<file path="src/rtl/alu_pkg.sv">
// Shared types and widths for the ALU operation sequencer.
// Opcode/operand/result widths, FSM states, queued op bundle.
package alu_pkg;

  localparam int OPCODE_W  = 2;
  localparam int OPERAND_W = 3;
  localparam int RESULT_W  = 6;

  typedef enum logic [1:0] {
    IDLE,
    WAIT,
    HOLD
  } state_t;

  typedef struct packed {
    logic [OPCODE_W-1:0]  opcode;
    logic [OPERAND_W-1:0] a;
    logic [OPERAND_W-1:0] b;
  } op_t;

endpackage

</file>
<file path="src/rtl/alu_op_fifo.sv">
// Circular operation queue, DEPTH entries (power of two).
// Pointers wrap naturally; pushes while full are dropped.
module alu_op_fifo
  import alu_pkg::*;
#(
  parameter int DEPTH = 4
) (
  input  logic                   clk,
  input  logic                   rst,
  input  logic                   push,
  input  op_t                    din,
  input  logic                   pop,
  output op_t                    dout,
  output logic [$clog2(DEPTH):0] count,
  output logic                   full,
  output logic                   empty
);

  localparam int AW = $clog2(DEPTH);

  op_t           mem [DEPTH];
  logic [AW-1:0] wptr;
  logic [AW-1:0] rptr;
  logic          do_push;
  logic          do_pop;

  assign full    = (count == (AW+1)'(DEPTH));
  assign empty   = (count == '0);
  assign do_push = push && !full;
  assign do_pop  = pop && !empty;
  assign dout    = mem[rptr];

  always_ff @(posedge clk or posedge rst) begin
    if (rst) begin
      wptr  <= '0;
      rptr  <= '0;
      count <= '0;
    end else begin
      if (do_push) wptr <= wptr + 1'b1;
      if (do_pop)  rptr <= rptr + 1'b1;
      unique case ({do_push, do_pop})
        2'b10:   count <= count + 1'b1;
        2'b01:   count <= count - 1'b1;
        default: ;
      endcase
    end
  end

  always_ff @(posedge clk) begin
    if (do_push) mem[wptr] <= din;
  end

endmodule

</file>
<file path="src/rtl/alu_op_sequencer.sv">
// Feeds queued ops to a fixed-latency ALU one at a time
// and holds each result until the consumer takes it.
module alu_op_sequencer
  import alu_pkg::*;
#(
  parameter int DEPTH   = 4,
  parameter int ALU_LAT = 1
) (
  input  logic                   clk,
  input  logic                   rst,
  input  logic                   in_valid,
  output logic                   in_ready,
  input  logic [OPCODE_W-1:0]    in_opcode,
  input  logic [OPERAND_W-1:0]   in_a,
  input  logic [OPERAND_W-1:0]   in_b,
  output logic [OPCODE_W-1:0]    opcode,
  output logic [OPERAND_W-1:0]   portA,
  output logic [OPERAND_W-1:0]   portB,
  input  logic [RESULT_W-1:0]    alu_out,
  output logic                   res_valid,
  input  logic                   res_ready,
  output logic [RESULT_W-1:0]    res_data,
  output logic [OPCODE_W-1:0]    res_opcode,
  output logic [$clog2(DEPTH):0] count
);

  localparam int TW = (ALU_LAT < 1) ? 1 : $clog2(ALU_LAT + 1);

  state_t        state;
  state_t        state_d;
  logic [TW-1:0] timer;
  logic          pop;
  logic          capture;
  logic          release_res;
  logic          full;
  logic          empty;
  op_t           din;
  op_t           head;

  assign din      = '{opcode: in_opcode, a: in_a, b: in_b};
  assign in_ready = !full;

  alu_op_fifo #(.DEPTH(DEPTH)) u_fifo (
    .clk   (clk),
    .rst   (rst),
    .push  (in_valid),
    .din   (din),
    .pop   (pop),
    .dout  (head),
    .count (count),
    .full  (full),
    .empty (empty)
  );

  always_ff @(posedge clk or posedge rst) begin
    if (rst) state <= IDLE;
    else     state <= state_d;
  end

  always_comb begin
    state_d     = state;
    pop         = 1'b0;
    capture     = 1'b0;
    release_res = 1'b0;
    unique case (state)
      IDLE: begin
        if (!empty) begin
          pop     = 1'b1;
          state_d = WAIT;
        end
      end
      WAIT: begin
        if (timer == '0) begin
          capture = 1'b1;
          state_d = HOLD;
        end
      end
      HOLD: begin
        if (res_ready) begin
          release_res = 1'b1;
          pop         = !empty;
          state_d     = empty ? IDLE : WAIT;
        end
      end
      default: state_d = IDLE;
    endcase
  end

  // ALU ports only change on an issue edge
  always_ff @(posedge clk or posedge rst) begin
    if (rst) begin
      opcode     <= '0;
      portA      <= '0;
      portB      <= '0;
      timer      <= '0;
      res_valid  <= 1'b0;
      res_data   <= '0;
      res_opcode <= '0;
    end else begin
      if (pop) begin
        opcode <= head.opcode;
        portA  <= head.a;
        portB  <= head.b;
        timer  <= TW'(ALU_LAT);
      end else if (state == WAIT && timer != '0) begin
        timer <= timer - 1'b1;
      end
      if (capture) begin
        res_valid  <= 1'b1;
        res_data   <= alu_out;
        res_opcode <= opcode;
      end else if (release_res) begin
        res_valid <= 1'b0;
      end
    end
  end

endmodule

</file>
<file path="config.mk">
export PLATFORM = sky130hd
export DESIGN_NAME = alu_op_sequencer
export DESIGN_NICKNAME = d
export VERILOG_FILES = /design/src/rtl/alu_pkg.sv /design/src/rtl/alu_op_fifo.sv /design/src/rtl/alu_op_sequencer.sv
export SDC_FILE = /design/constraint.sdc
export NUM_CORES = 1
export LEC_CHECK = 0
export ABC_AREA = 1
export CORE_UTILIZATION = 53
export DETAILED_ROUTE_END_ITERATION = 8
export GPL_ROUTABILITY_DRIVEN = 0
export PLACE_DENSITY = 0.8
export SETUP_SLACK_MARGIN = 0.3
export SLEW_MARGIN = 40
export SYNTH_ARGS = -nofsm -noshare
export SYNTH_HDL_FRONTEND = slang
export SYNTH_SLANG_ARGS = --single-unit
</file>
<file path="constraint.sdc">
create_clock -name clk -period 2.2 [get_ports clk]
set_input_delay 0.22 -clock clk [delete_from_list [all_inputs] [get_ports clk]]
set_output_delay 0.22 -clock clk [all_outputs]
set_load 0.05 [all_outputs]
</file>
[Yosys cells after proc, flatten, opt, wreduce, memory -nomap -nowiden]
Memory sizes are Yosys's and may differ from the RTL's. A register that Yosys moved wholly into a read port is not among the register bits.
Cells that the tools add are included.
Word-level totals
  register bits: 19
  bits in writable memories: 32
  bits of input ports: 18
  output and inout bits: 21
  memories kept: 1
Cells by class
  add/sub/neg operators: 5
  eq/ne operators: 8
  multiplexer cells: 19
  reduce and logical (&&, ||, !) cells: 11
Memory list
  u_fifo.mem: depth 4, width 8, rd ports 1, clocked after memory_dff 1, write ports 1, line alu_op_fifo.sv:21  | op_t mem [DEPTH];
Operators with widths (number)
  1-bit two-way mux: 13
  2-bit two-way mux: 3
  2-bit inequality test, second input constant: 3
  2-bit case mux with 3 select lines: 1
  3-bit case mux with 2 select lines: 1
  2-bit nonzero test: 3
  2-bit by 1-bit adder with 2-bit output, second input constant: 2
  2-bit by 1-bit == test with 1-bit output, second input constant: 2
  2-bit == test, second input constant: 2
  3-bit by 1-bit adder with 3-bit output, second input constant: 1
  3-bit == test, second input constant: 1
  1-bit logical AND: 3
  3-bit zero test: 1
  3-bit AND reduction: 1
  3-bit by 1-bit subtractor with 3-bit output, second input constant: 1
  1-bit zero test: 2
  2-bit zero test: 1
  1-bit case mux with 2 select lines: 1
  1-bit subtractor, second input constant: 1

[Depth between registers and ports, before layout]
  depth after elaboration: 7
  depth in mapped cells: 12

[Modules after synthesis]
From an unflattened synthesis, not the netlist that was laid out.
Second synthesis, totals
  cell total of the unflattened synthesis: 244
  area, all modules: 2586.2 sq um
By module, submodules not included
  alu_op_fifo: times used 1, cells each 155, area an instance 1755.4 sq um, seq. area each 1136.1 sq um
  alu_op_sequencer: times used 1, cells each 89, area an instance 830.8 sq um, seq. area each 500.5 sq um

[Worst setup path before layout]
OpenSTA, ideal clock, no wires.
  kind: register -> register
  from: register u_fifo.count[1]
  to: register u_fifo.count[2]
  data arrival time: 2.417 ns
  slack: -0.341 ns
  cell stages (with the launch flop): 10
  path buffers: 0
  clock period less this slack: 2.541 ns
  cells stage by stage: dfrtp_1 -> inv_1 -> nand3_1 -> nand2_2 -> ha_1 -> inv_1 -> fa_1 -> nand2_1 -> nand3_1 -> xor2_1
On the way
  elaborated cells on any way between the ends: 15
RTL lines
  start, declared: line alu_op_fifo.sv:14  | output logic [$clog2(DEPTH):0] count,
  start signal, assigned: line alu_op_fifo.sv:42  | 2'b10: count <= count + 1'b1;
  start signal, assigned: line alu_op_fifo.sv:43  | 2'b01: count <= count - 1'b1;
  3-bit == test (*): line alu_op_fifo.sv:27  | assign full = (count == (AW+1)'(DEPTH));
  1-bit zero test (*)
  via in_ready: line alu_op_sequencer.sv:12  | output logic in_ready,
  1-bit logical AND (*): line alu_op_fifo.sv:29  | assign do_push = push && !full;
  2-bit by 1-bit == test with 1-bit output or 2-bit == test (tied branches): line alu_op_fifo.sv:41  | unique case ({do_push, do_pop})
  3-bit case mux with 2 select lines or 2-bit nonzero test (tied branches)
Mark *: on every way through the listed nets, which the timed path passes. The rest lies on a longest branch.
A chain may end at the register's enable or synchronous reset.

[Final worst setup path]
  from: register u_fifo.count[2]
  to: output port count[2]
RTL lines
  end, declared: line alu_op_sequencer.sv:24  | output logic [$clog2(DEPTH):0] count
No word-level cell between the ends.

==> results.yml <==
drt:
  routedWlPerCell_um: 12.2
  ant_nets: 0
  drcViolationCount: 0
  vias_per_cell: 4.68
  dr.pass1.iters: 4
  drt_iter0_drc: 92
  drt-total-wl_um: 4730
  vias: 1810
critical_path:
  cp_slowest_stage_delay_ns: 0.81
  ff2ff_path_depth: 9
  path_cells: "clkdlybuf4s50_1"
  cp-end-kind: "output port"
  crit_required_ns: 1.98
  path_buf_inv: 1
  cp_slowest_cell: "clkdlybuf4s50_1"
  critPathKind: "flop to output port"
  cp_top_family: "buffers and inverters"
  cp.arrival_ns: 1.54
  ff2ff_setup_slack_ns: 0.47
  rr_startpoint: "state[1]"
  r2r-end: "u_fifo.count[2]"
  timing.critical_path.fanout_max: 3
  start_kind: "flop"
global_routing:
  grt_pass1_vias: 1711
  gr-total-overflow: 0
  grt_use_total: 0.203
  grt_max_degree: 28
  antenna_found_initial: 0
  grt_pass1_wl_um: 7690
clock_network:
  postCtsSetupBuffers: 0
  cts_buffers: 9
  worstSkewPairLatency_ns: 0.33
  clock_path_buffers: 2
  cts_htree_levels: 3
  tritoncts: "done"
  cts_num_sinks: 59
  path_clk_slew_ns: 0.06
  root_buffer: "clkbuf_8"
job:
  cap_violations: 0
sta:
  tns_ns: 0
  worstMarginPinSlew_ns: 0.712
  max_slew_margin: 0.525
  timing.fmax_ghz: 0.568
  worst_clock_skew_ns: 0.00619
  setup_viol: 0
  grt_setup_unrepaired: "no"
  layout_setup_ws_ns: 0.439
  slew_violations: 0
  min_period_over_period: 0.800
  final_hold_viol_count: 0
  period_minus_slack_ns: 1.76
finish:
  regArea_um2: 1640
  multiInputGateArea_um2: 723
  nFillCells: 358
  drive_gt1_frac: 0.100
  area_growth_pct: 25.0
  nets: 339
  diodes: 0
logic_synthesis:
  syn_inst: 266
  synth_area_per_cell_um2: 9.74
  synthesis.area_um2: 2590
  yosys.cell_types.count: 23
  ys_seq_area_frac: 0.632
  synth_warnings: 0
  synth_nets: 290
  ys_ff_latch: 59
run_status:
  status: "complete, no violations"
floorplan:
  core.rowCount: 25
  die-area_um2: 5170
  die_y_um: 71.9
  start_util: 0.548
  ioPinCount: 39
  die_x_um: 71.9
  fp.coreArea_um2: 4720
pwr:
  ir_drop_v: 0.000670
  p_leak_uw: 0.00155
  pwr_density_cell_nw_per_um2: 1560
place:
  post-dp-hpwl_um: 3090
  io_buffers: 38
  preCtsSetupSlack_ns: 0.208
hold_path:
  holdCritPathClass: "input pin to asynchronous set/reset pin"
[final cells by class]
| type | count | area share |
|---|---|---|
| timing repair buffer | 45 | 0.133 |
| clock buffer | 12 | 0.0417 |
| sequential | 59 | 0.507 |
| multi-input combinational | 147 | 0.223 |
| tap | 67 | 0.0259 |
| clock inverter | 4 | 0.00541 |
| inverter | 53 | 0.0638 |
[cells in the mapped netlist]
master	count	area share
a21oi_1	1	0.0019
buf_2	1	0.0019
buf_4	3	0.0087
buf_6	3	0.013
clkinv_1	1	0.0014
dfrtp_1	27	0.26
edfxtp_1	32	0.37
fa_1	1	0.0077
ha_1	5	0.024
inv_1	50	0.072
inv_2	1	0.0014
inv_4	1	0.0024
nand2_1	94	0.14
nand2_2	2	0.0048
nand3_1	27	0.052
nand3_2	1	0.0039
nor2_1	5	0.0072
nor2_2	1	0.0024
nor3_1	1	0.0019
o21ai_0	4	0.0077
o31ai_1	1	0.0029
xnor2_1	1	0.0034
xor2_1	3	0.010
[sequential cells by signal (all words and copies together) (netlist names), 3 cells and up]
name and cells:
u_fifo.mem 32, res_data 6, portA 3, portB 3, u_fifo.count 3
[per-layer routing]
metal | vias to the layer above | share of wire | track usage
li1 | 919 | - | -
met1 | 836 | 0.43 | 0.253
met2 | 49 | 0.50 | 0.339
met3 | 6 | 0.058 | 0.0542
met4 | 0 | 0.016 | 0.0850
met5 | - | 0 | 0
[kinds of logic after synthesis]
group           share of synthesized area
simple gates                        0.209
buf+inv                             0.101
xor+xnor                           0.0135
compound gates                     0.0126
fa+ha+maj                          0.0319
flops                               0.632
[cells in the final DEF, fill, tap and decap left out, types with 2 or more instances in the layout]
master / synthesis / layout
dfrtp_2: 0 / 3
edfxtp_1: 32 / 32
dfrtp_1: 27 / 24
nor2_1: 5 / 5
ha_1: 5 / 4
inv_1: 50 / 48
o21ai_0: 4 / 4
xor2_1: 3 / 3
nand2_1: 94 / 94
inv_4: 1 / 3
clkbuf_8: 0 / 9
clkdlybuf4s50_1: 0 / 37
clkinv_2: 0 / 2
nand3_1: 27 / 26
buf_4: 3 / 7
clkinv_1: 1 / 3
clkbuf_1: 0 / 3
[power breakdown]
group	internal, µW	leakage [µW]	switching [µW]
sequential	1560	0.000616	269
combinational	822	0.000855	1610
clock	398	0.0000792	389
total	2780	0.00155	2260
[tightest hold or removal path: cells and delay by family]
family	cells	cell delay, ns
buffers and inverters	3	0.77
[per-stage QoR]
step / power [µW] / utilization / area (µm²) / cells / hold slack, ns
6_report: 5040 / 0.686 / 3240 / 387 / 0.256
5_1_grt: 5390 / 0.686 / 3240 / 387 / 0.305
4_1_cts: 5080 / 0.686 / 3240 / 387 / 0.262
3_5_place_dp: 4290 / 0.654 / 3090 / 371 / 0.459
3_3_place_gp: 4210 / 0.654 / 3090 / 371 / 0.453
2_1_floorplan: 3600 / - / 2630 / 266 / 0.273
[worst max path at each step]
stage                         start               to  slack, ns  cells past startpoint
floorplan           u_fifo.count[0]  u_fifo.count[2]       0.28                      9
global placement          res_ready  u_fifo.count[2]       0.23                      9
detailed placement        res_ready  u_fifo.count[2]       0.21                      9
CTS                 u_fifo.count[2]         count[2]       0.43                      1
global route               state[1]  u_fifo.count[2]       0.36                     10
finish              u_fifo.count[2]         count[2]       0.44                      1
[repair_timing]
| action | 4_1_cts | 5_1_grt |
|---|---|---|
| resized for setup | 1 | 0 |
| hold buffers | 0 | 0 |
| setup endpoints to repair | 1 | 0 |
No activity file was read; power rests on OpenSTA's default activity.
